$ cat config.mk
export PLATFORM = sky130hd
export DESIGN_NAME = fft_mag_writer
export DESIGN_NICKNAME = d
export VERILOG_FILES = /design/src/rtl/fft_mag_writer.sv
export SDC_FILE = /design/constraint.sdc
export NUM_CORES = 1
export LEC_CHECK = 0
export BUFFER_PORTS_ARGS = -buffer_cell sky130_fd_sc_hd__clkbuf_2
export CORE_MARGIN = 1.5
export CORE_UTILIZATION = 30
export DETAILED_ROUTE_END_ITERATION = 12
export HOLD_SLACK_MARGIN = 0.05
export SETUP_SLACK_MARGIN = 0.15
export SKIP_CTS_REPAIR_TIMING = 1
export SKIP_LAST_GASP = 1
export SLEW_MARGIN = 25
export SYNTH_ARGS = -nofsm -noshare
export SYNTH_HDL_FRONTEND = slang
export SYNTH_SLANG_ARGS = --single-unit
$ cat constraint.sdc
create_clock -name clk -period 9.8 [get_ports clk]
set_input_delay 2.94 -clock clk [delete_from_list [all_inputs] [get_ports clk]]
set_output_delay 2.94 -clock clk [all_outputs]
set_load 0.01 [all_outputs]
$ cat src/rtl/fft_mag_writer.sv
// fft_mag_writer: captures one frame of FFT bins, squares and sums each bin's
// real/imag parts in a two-stage pipeline, and writes the magnitude-squared
// into RAM at the bin's index. A complete frame is held (fftdone) until the
// peak detector signals that it has finished reading it.
module fft_mag_writer #(
  parameter int NBINS = 1024
) (
  input  logic               clk,
  input  logic               reset,
  input  logic               sink_valid,
  input  logic               sink_sop,
  input  logic               sink_eop,
  input  logic signed [13:0] sink_real,
  input  logic signed [13:0] sink_imag,
  output logic               sink_ready,
  input  logic               detectdone,
  output logic [10:0]        ramwaddr,
  output logic [27:0]        ramdata,
  output logic               ramwren,
  output logic               fftdone,
  output logic               frameerr
);

  localparam logic [1:0]  ST_IDLE    = 2'd0;
  localparam logic [1:0]  ST_CAPTURE = 2'd1;
  localparam logic [1:0]  ST_HOLD    = 2'd2;
  localparam logic [10:0] LAST_IDX   = 11'(NBINS - 1);

  // Control state
  logic [1:0]  state_q, state_d;
  logic [10:0] cnt_q, cnt_d;      // index the next non-sop bin will take
  logic        drain_q, drain_d;  // final bin accepted, waiting for its write
  logic        err_q, err_d;

  // Pipeline stage 1: squares plus tag
  logic        s1_vld_q, s1_vld_d;
  logic        s1_last_q, s1_last_d;
  logic [10:0] s1_addr_q, s1_addr_d;
  logic [27:0] re_sq_q, re_sq_d;
  logic [27:0] im_sq_q, im_sq_d;

  // Pipeline stage 2: RAM write port
  logic        wr_q, wr_d;
  logic        s2_last_q, s2_last_d;
  logic [10:0] waddr_q, waddr_d;
  logic [27:0] wdata_q, wdata_d;

  // Handshake helpers
  logic               ready_state;
  logic               xfer;
  logic               accept;
  logic [10:0]        idx;
  logic signed [27:0] re_ext;
  logic signed [27:0] im_ext;

  assign ready_state = (state_q == ST_IDLE) || ((state_q == ST_CAPTURE) && !drain_q);
  assign sink_ready  = ready_state && !reset;
  assign xfer        = sink_valid && sink_ready;
  // In IDLE only a sop sample starts a frame; everything else is dropped.
  assign accept      = xfer && ((state_q == ST_CAPTURE) || sink_sop);
  assign idx         = sink_sop ? 11'd0 : cnt_q;
  assign re_ext      = {{14{sink_real[13]}}, sink_real};
  assign im_ext      = {{14{sink_imag[13]}}, sink_imag};

  // Frame FSM: start, count, error detection, drain and hold
  always_comb begin
    state_d   = state_q;
    cnt_d     = cnt_q;
    drain_d   = drain_q;
    err_d     = err_q;
    s1_last_d = 1'b0;
    case (state_q)
      ST_IDLE: begin
        if (xfer && sink_sop) state_d = ST_CAPTURE;
      end
      ST_CAPTURE: begin
        if (drain_q) begin
          // Final write is on the RAM port this cycle; hold from the next one.
          if (s2_last_q) begin
            state_d = ST_HOLD;
            drain_d = 1'b0;
          end
        end else if (xfer && sink_sop) begin
          err_d = 1'b1;  // restart with this sample as bin 0
        end
      end
      ST_HOLD: begin
        if (detectdone) state_d = ST_IDLE;
      end
      default: state_d = ST_IDLE;
    endcase
    if (accept) begin
      if (sink_eop && (idx == LAST_IDX)) begin
        s1_last_d = 1'b1;
        drain_d   = 1'b1;
        state_d   = ST_CAPTURE;
      end else if (sink_eop || (idx == LAST_IDX)) begin
        // Early eop or missing eop: bin is still written, frame is dropped.
        err_d   = 1'b1;
        state_d = ST_IDLE;
      end else begin
        cnt_d   = idx + 11'd1;
        state_d = ST_CAPTURE;
      end
    end
  end

  // Magnitude pipeline next-state: squares, then sum; data held when idle
  always_comb begin
    s1_vld_d  = accept;
    s1_addr_d = accept ? idx : s1_addr_q;
    re_sq_d   = accept ? 28'(re_ext * re_ext) : re_sq_q;
    im_sq_d   = accept ? 28'(im_ext * im_ext) : im_sq_q;
    wr_d      = s1_vld_q;
    s2_last_d = s1_vld_q && s1_last_q;
    waddr_d   = s1_vld_q ? s1_addr_q : waddr_q;
    // Max is 2^27 for (-8192,-8192), so the 28-bit sum cannot overflow.
    wdata_d   = s1_vld_q ? (re_sq_q + im_sq_q) : wdata_q;
  end

  // State registers with synchronous reset
  always_ff @(posedge clk) begin
    if (reset) begin
      state_q   <= ST_IDLE;
      cnt_q     <= 11'd0;
      drain_q   <= 1'b0;
      err_q     <= 1'b0;
      s1_vld_q  <= 1'b0;
      s1_last_q <= 1'b0;
      s1_addr_q <= 11'd0;
      re_sq_q   <= 28'd0;
      im_sq_q   <= 28'd0;
      wr_q      <= 1'b0;
      s2_last_q <= 1'b0;
      waddr_q   <= 11'd0;
      wdata_q   <= 28'd0;
    end else begin
      state_q   <= state_d;
      cnt_q     <= cnt_d;
      drain_q   <= drain_d;
      err_q     <= err_d;
      s1_vld_q  <= s1_vld_d;
      s1_last_q <= s1_last_d;
      s1_addr_q <= s1_addr_d;
      re_sq_q   <= re_sq_d;
      im_sq_q   <= im_sq_d;
      wr_q      <= wr_d;
      s2_last_q <= s2_last_d;
      waddr_q   <= waddr_d;
      wdata_q   <= wdata_d;
    end
  end

  assign ramwren  = wr_q;
  assign ramwaddr = waddr_q;
  assign ramdata  = wdata_q;
  assign fftdone  = (state_q == ST_HOLD);
  assign frameerr = err_q;

endmodule

Yosys cells after proc, flatten, opt, wreduce, memory -nomap -nowiden
Cells that the tools add are included.
- divide/modulo/power cells: 0
- bitwise logic cells: 3
- $mul: 2
- reductions and logical operators: 16
- shifts and indexed selects: 0
- $add $sub $neg: 2
- magnitude comparators: 0
- mux-type cells: 21
- equality and inequality tests: 7
- operator list (kind ; count):
    $mul A14 B14 Y28 ; 2
    $add A28 B28 Y28 ; 1
    $mux W1 ; 14
    $add A11 B1 Y11 const B ; 1
    $eq A11 B10 Y1 const B ; 1
    $mux W11 ; 1
    $mux W2 ; 5
    $logic_and A1 B1 Y1 ; 7
    $ne A3 B2 Y1 const B ; 2
    $ne A3 B3 Y1 const B ; 2
    $pmux W2 S3 ; 1
    $reduce_and A4 Y1 ; 1
    $logic_or A1 B1 Y1 ; 3
    $not A1 Y1 ; 3
    $reduce_and A3 Y1 ; 1
    $eq A2 B1 Y1 const B ; 1
    $eq A2 B2 Y1 const B ; 1
    $logic_not A1 Y1 ; 2
    $logic_not A2 Y1 ; 1
    $reduce_or A2 Y1 ; 1
- word-level logic and storage cells: 64
- memories: 0
- input bits: 34
- register bits: 125
- bits in read-only memories: 0
- RAM bits: 0
- output and inout bits: 43
- latch bits: 0

Depth between registers and ports, before layout
- word-level depth: 12
- depth in mapped cells: 24

Worst setup path after synthesis
No wires, ideal clock.
- kind: input to register
- start: input sink_real[2]
- end: register re_sq_q[24]
- buffers on the path: 2
- library setup time: 0.087 ns
- data arrival time: 8.563 ns
- data required time: 9.713 ns
- stages: 23
- setup slack: 1.150 ns
- path through: clkbuf_1 -> clkbuf_1 -> nand2_1 -> fa_1 -> inv_1 -> fa_1 -> inv_1 -> fa_1 -> fa_1 -> inv_1 -> fa_1 -> inv_1 -> fa_1 -> inv_1 -> ha_1 -> or3_1 -> a221oi_1 -> o21ai_1 -> a31oi_2 -> o2bb2ai_1 -> o21a_1 -> o21a_1 -> o31ai_1
- word-level cells in the longest chain between the ends: 1
- RTL lines (what ; RTL line ; text):
    start, declared ; 13 ; input logic signed [13:0] sink_real,
    $mul A14 B14 Y28 ; 112 ; re_sq_d = accept ? 28'(re_ext * re_ext) : re_sq_q;
    end signal, assigned ; 145 ; re_sq_q <= re_sq_d;
    end, declared ; 39 ; logic [27:0] re_sq_q, re_sq_d;
No other way between the ends.
A chain may end at the register's enable or synchronous reset.

Final worst setup path
- start: input sink_imag[4]
- end: register im_sq_q[27]
- word-level cells in the longest chain between the ends: 1
- RTL lines (what ; RTL line ; text):
    start, declared ; 14 ; input logic signed [13:0] sink_imag,
    $mul A14 B14 Y28 ; 113 ; im_sq_d = accept ? 28'(im_ext * im_ext) : im_sq_q;
    end signal, assigned ; 146 ; im_sq_q <= im_sq_d;
    end, declared ; 40 ; logic [27:0] im_sq_q, im_sq_d;
No other way between the ends.

==> reports/summary.txt <==
Later-pin clock latency in the skew report = 410 ps
Syn Area/Cell = 9.032 um2
# port buffers = 76
First-pass GRT wire length = 70,440 um
Seq/Total Area, Yosys = 13.04%
Share of the synthesized area in the top cell type = 37.12%
Final hold violations = 0
Clk root buf = clkbuf_16
Kind of critical path = in2reg
Worst Hold Class = reg2reg
Final setup fails = 0
Crit-path max FO = 16
TritonCTS Buffers = 17
Longest Clk Path Bufs = 2
Cell Area, Placed = 0.02010 mm2
RSZ-0062 raised after global routing = false
Avg Vias per Cell = 4.576
Period utilisation layout = 88.55%
Number of global-route vias before repair = 14,754
Synth Flop Type = dfxtp_1
Starting Density = 30.48%
Crit end category = register
Clock Sinks = 123
Die ar. = 0.06444 mm2
Setup Skew = 6.998 ps
Std cell rows = 91
Cells taking the most area after synthesis = fa_1 (37%), dfxtp_1 (13%), ha_1 (11%)
Fin nets = 2,669
Total track usage = 13.54%
HPWL after DPL = 34,910 um
Area Growth Syn to Fin = 10.17%
Commonest non-fill, non-tap cells in the layout = inv_1 (480), fa_1 (350), nand2_1 (194)
Final WL = 41,290 um
Initial antenna violation count = 0
Req. time, crit path = 10,140 ps
Post-placement setup slack = 719.5 ps
Die W = 253.8 um
EDFF count, synth = 0
DRC viols = 0
Final core utilization = 33.58%
Die Y = 253.8 um
Gate Count Post-Synth = 2,090
Grt ovf = 0
First drt pass iteration count = 5
CTS HTree Levels = 4
CP Launch Type = primary input
Total number of vias = 13,613
Iteration-0 DRC Markers = 583
Status = completed
Worst slew margin = 45.78%
Post-route cell area = 0.02080 mm2
Library cells used by synthesis = 67
Crit path arrival time = 9020 ps
Synthesized cell area = 0.01888 mm2
Post-route ant nets = 0
Max-slew violations = 0
Peak Freq = 115.2 MHz
Async S/R FF share, synth = 0%
Worst Slack Setup Final = 1122 ps
Synth area leader = fa_1
Fin crit period = 8678 ps
CTS tree = built
Max Cap Viol = 0
Placer congestion estimate = 0.8527
Core box area = 0.06194 mm2
Pin count of the biggest net entering global routing = 81
Commonest non-fill, non-tap cell in the layout = inv_1
Worst slew pin tran = 813.3 ps
Syn nets = 2,635
Routed length per instance = 13.88 um
Flops & latches, synth = 123
Layout cells sized above 1 = 6.879%
Num ports = 77
TNS Setup = 0 ps
YS warnings = 0
Clk slew on worst S/H paths = 60 ps
## area by class of cell
cell class,instances,area [um2]
Clock inverter,13,239.0
Antenna cell,1,2.502
Sequential cell,123,2464
Inverter,480,1802
Timing Repair Buffer,83,435.4
Clock buffer,19,452.9
Multi-Input combinational cell,1419,14350
Fill cell,6382,41140
Tap cell,837,1047
## cell usage after synthesis, drive strengths merged, types with 3 or more instances
cell type	n
nand2	194
a211oi	19
or3	7
ha	161
nand3	15
buf	13
mux2i	34
inv	480
o31ai	7
nor3	16
or4	4
or2	9
xnor2	61
o21ai	43
and2	79
a21oi	93
o211ai	4
clkbuf	55
xor2	32
dfxtp	123
nor4b	3
o22ai	4
a31o	8
a31oi	9
nor2b	31
nor2	121
and3	14
nand3b	4
nand2b	6
a21o	29
o21a	10
fa	350
a22oi	15
nand4	3
o21bai	8
## cell families (layout without fill, tap and decap cells)
| group | count (synthesis) | in the layout | synth area share (%) |
|---|---|---|---|
| AO/OA/AOI/OAI | 267 | 267 | 9.193 |
| XOR/XNOR | 93 | 93 | 4.315 |
| adder cells (fa/ha/maj) | 511 | 511 | 47.79 |
| buffers and inverters | 548 | 595 | 10.92 |
| flip-flops | 123 | 123 | 13.04 |
| multiplexers | 36 | 36 | 1.922 |
| other | 0 | 1 | 0 |
| AND/OR/NAND/NOR | 512 | 512 | 12.82 |
## flip-flops by register name, summed over array words and instances (netlist names)
signal / flops
cnt_q: 11
drain_q: 1
frameerr: 1
im_sq_q: 27
ramdata: 28
ramwaddr: 11
ramwren: 1
re_sq_q: 27
s1_addr_q: 11
s1_last_q: 1
s1_vld_q: 1
s2_last_q: 1
state_q: 2
## critical path: stages
cell and delay [ps]:
clkbuf_2 320, nand2_1 150, fa_1 560, inv_1 70, fa_1 480, fa_1 510
inv_1 50, fa_1 530, inv_1 50, fa_1 470, inv_1 50, fa_1 480
inv_1 50, ha_1 220, or4_1 570, o211ai_1 270, a31oi_1 170, o22ai_1 380
o21a_1 200, o21ai_1 110, a21oi_1 180, mux2i_1 190
## per-stage QoR
stage / hold WS [ps] / cells
2_1_floorplan: 405.7 / 2090
3_3_place_gp: 417.5 / 2942
3_5_place_dp: 421.1 / 2942
4_1_cts: 435.8 / 2974
5_1_grt: 438.4 / 2974
6_report: 430.2 / 2975
## per-layer routing
layer / global-route usage, % / share of wire, % / wire length (um) / vias up
met5: 0 / 0 / 0 / -
met4: 3.044 / 1.9 / 775 / 0
met3: 2.130 / 4.3 / 1762 / 50
met2: 25.08 / 52 / 21560 / 215
met1: 16.31 / 42 / 17190 / 6854
li1: - / - / - / 6494
## path summary, 6_finish.rpt
kind | from | end | slack [ps] | cells after the start
worst max-delay path | sink_imag[4] | im_sq_q[27]$_SDFFE_PP0P_ | 1120 | 22
worst min-delay path | s1_last_q$_SDFF_PP0_ | s2_last_q$_SDFF_PP0_ | 430 | 1
worst max register to register | cnt_q[0]$_SDFFE_PP0P_ | cnt_q[7]$_SDFFE_PP0P_ | 6820 | 12
worst min register to register | s1_last_q$_SDFF_PP0_ | s2_last_q$_SDFF_PP0_ | 430 | 1
Power is left out: the tool's default activity adds up to more than one toggle a clock period on the data nets, which glitch-free logic cannot reach.
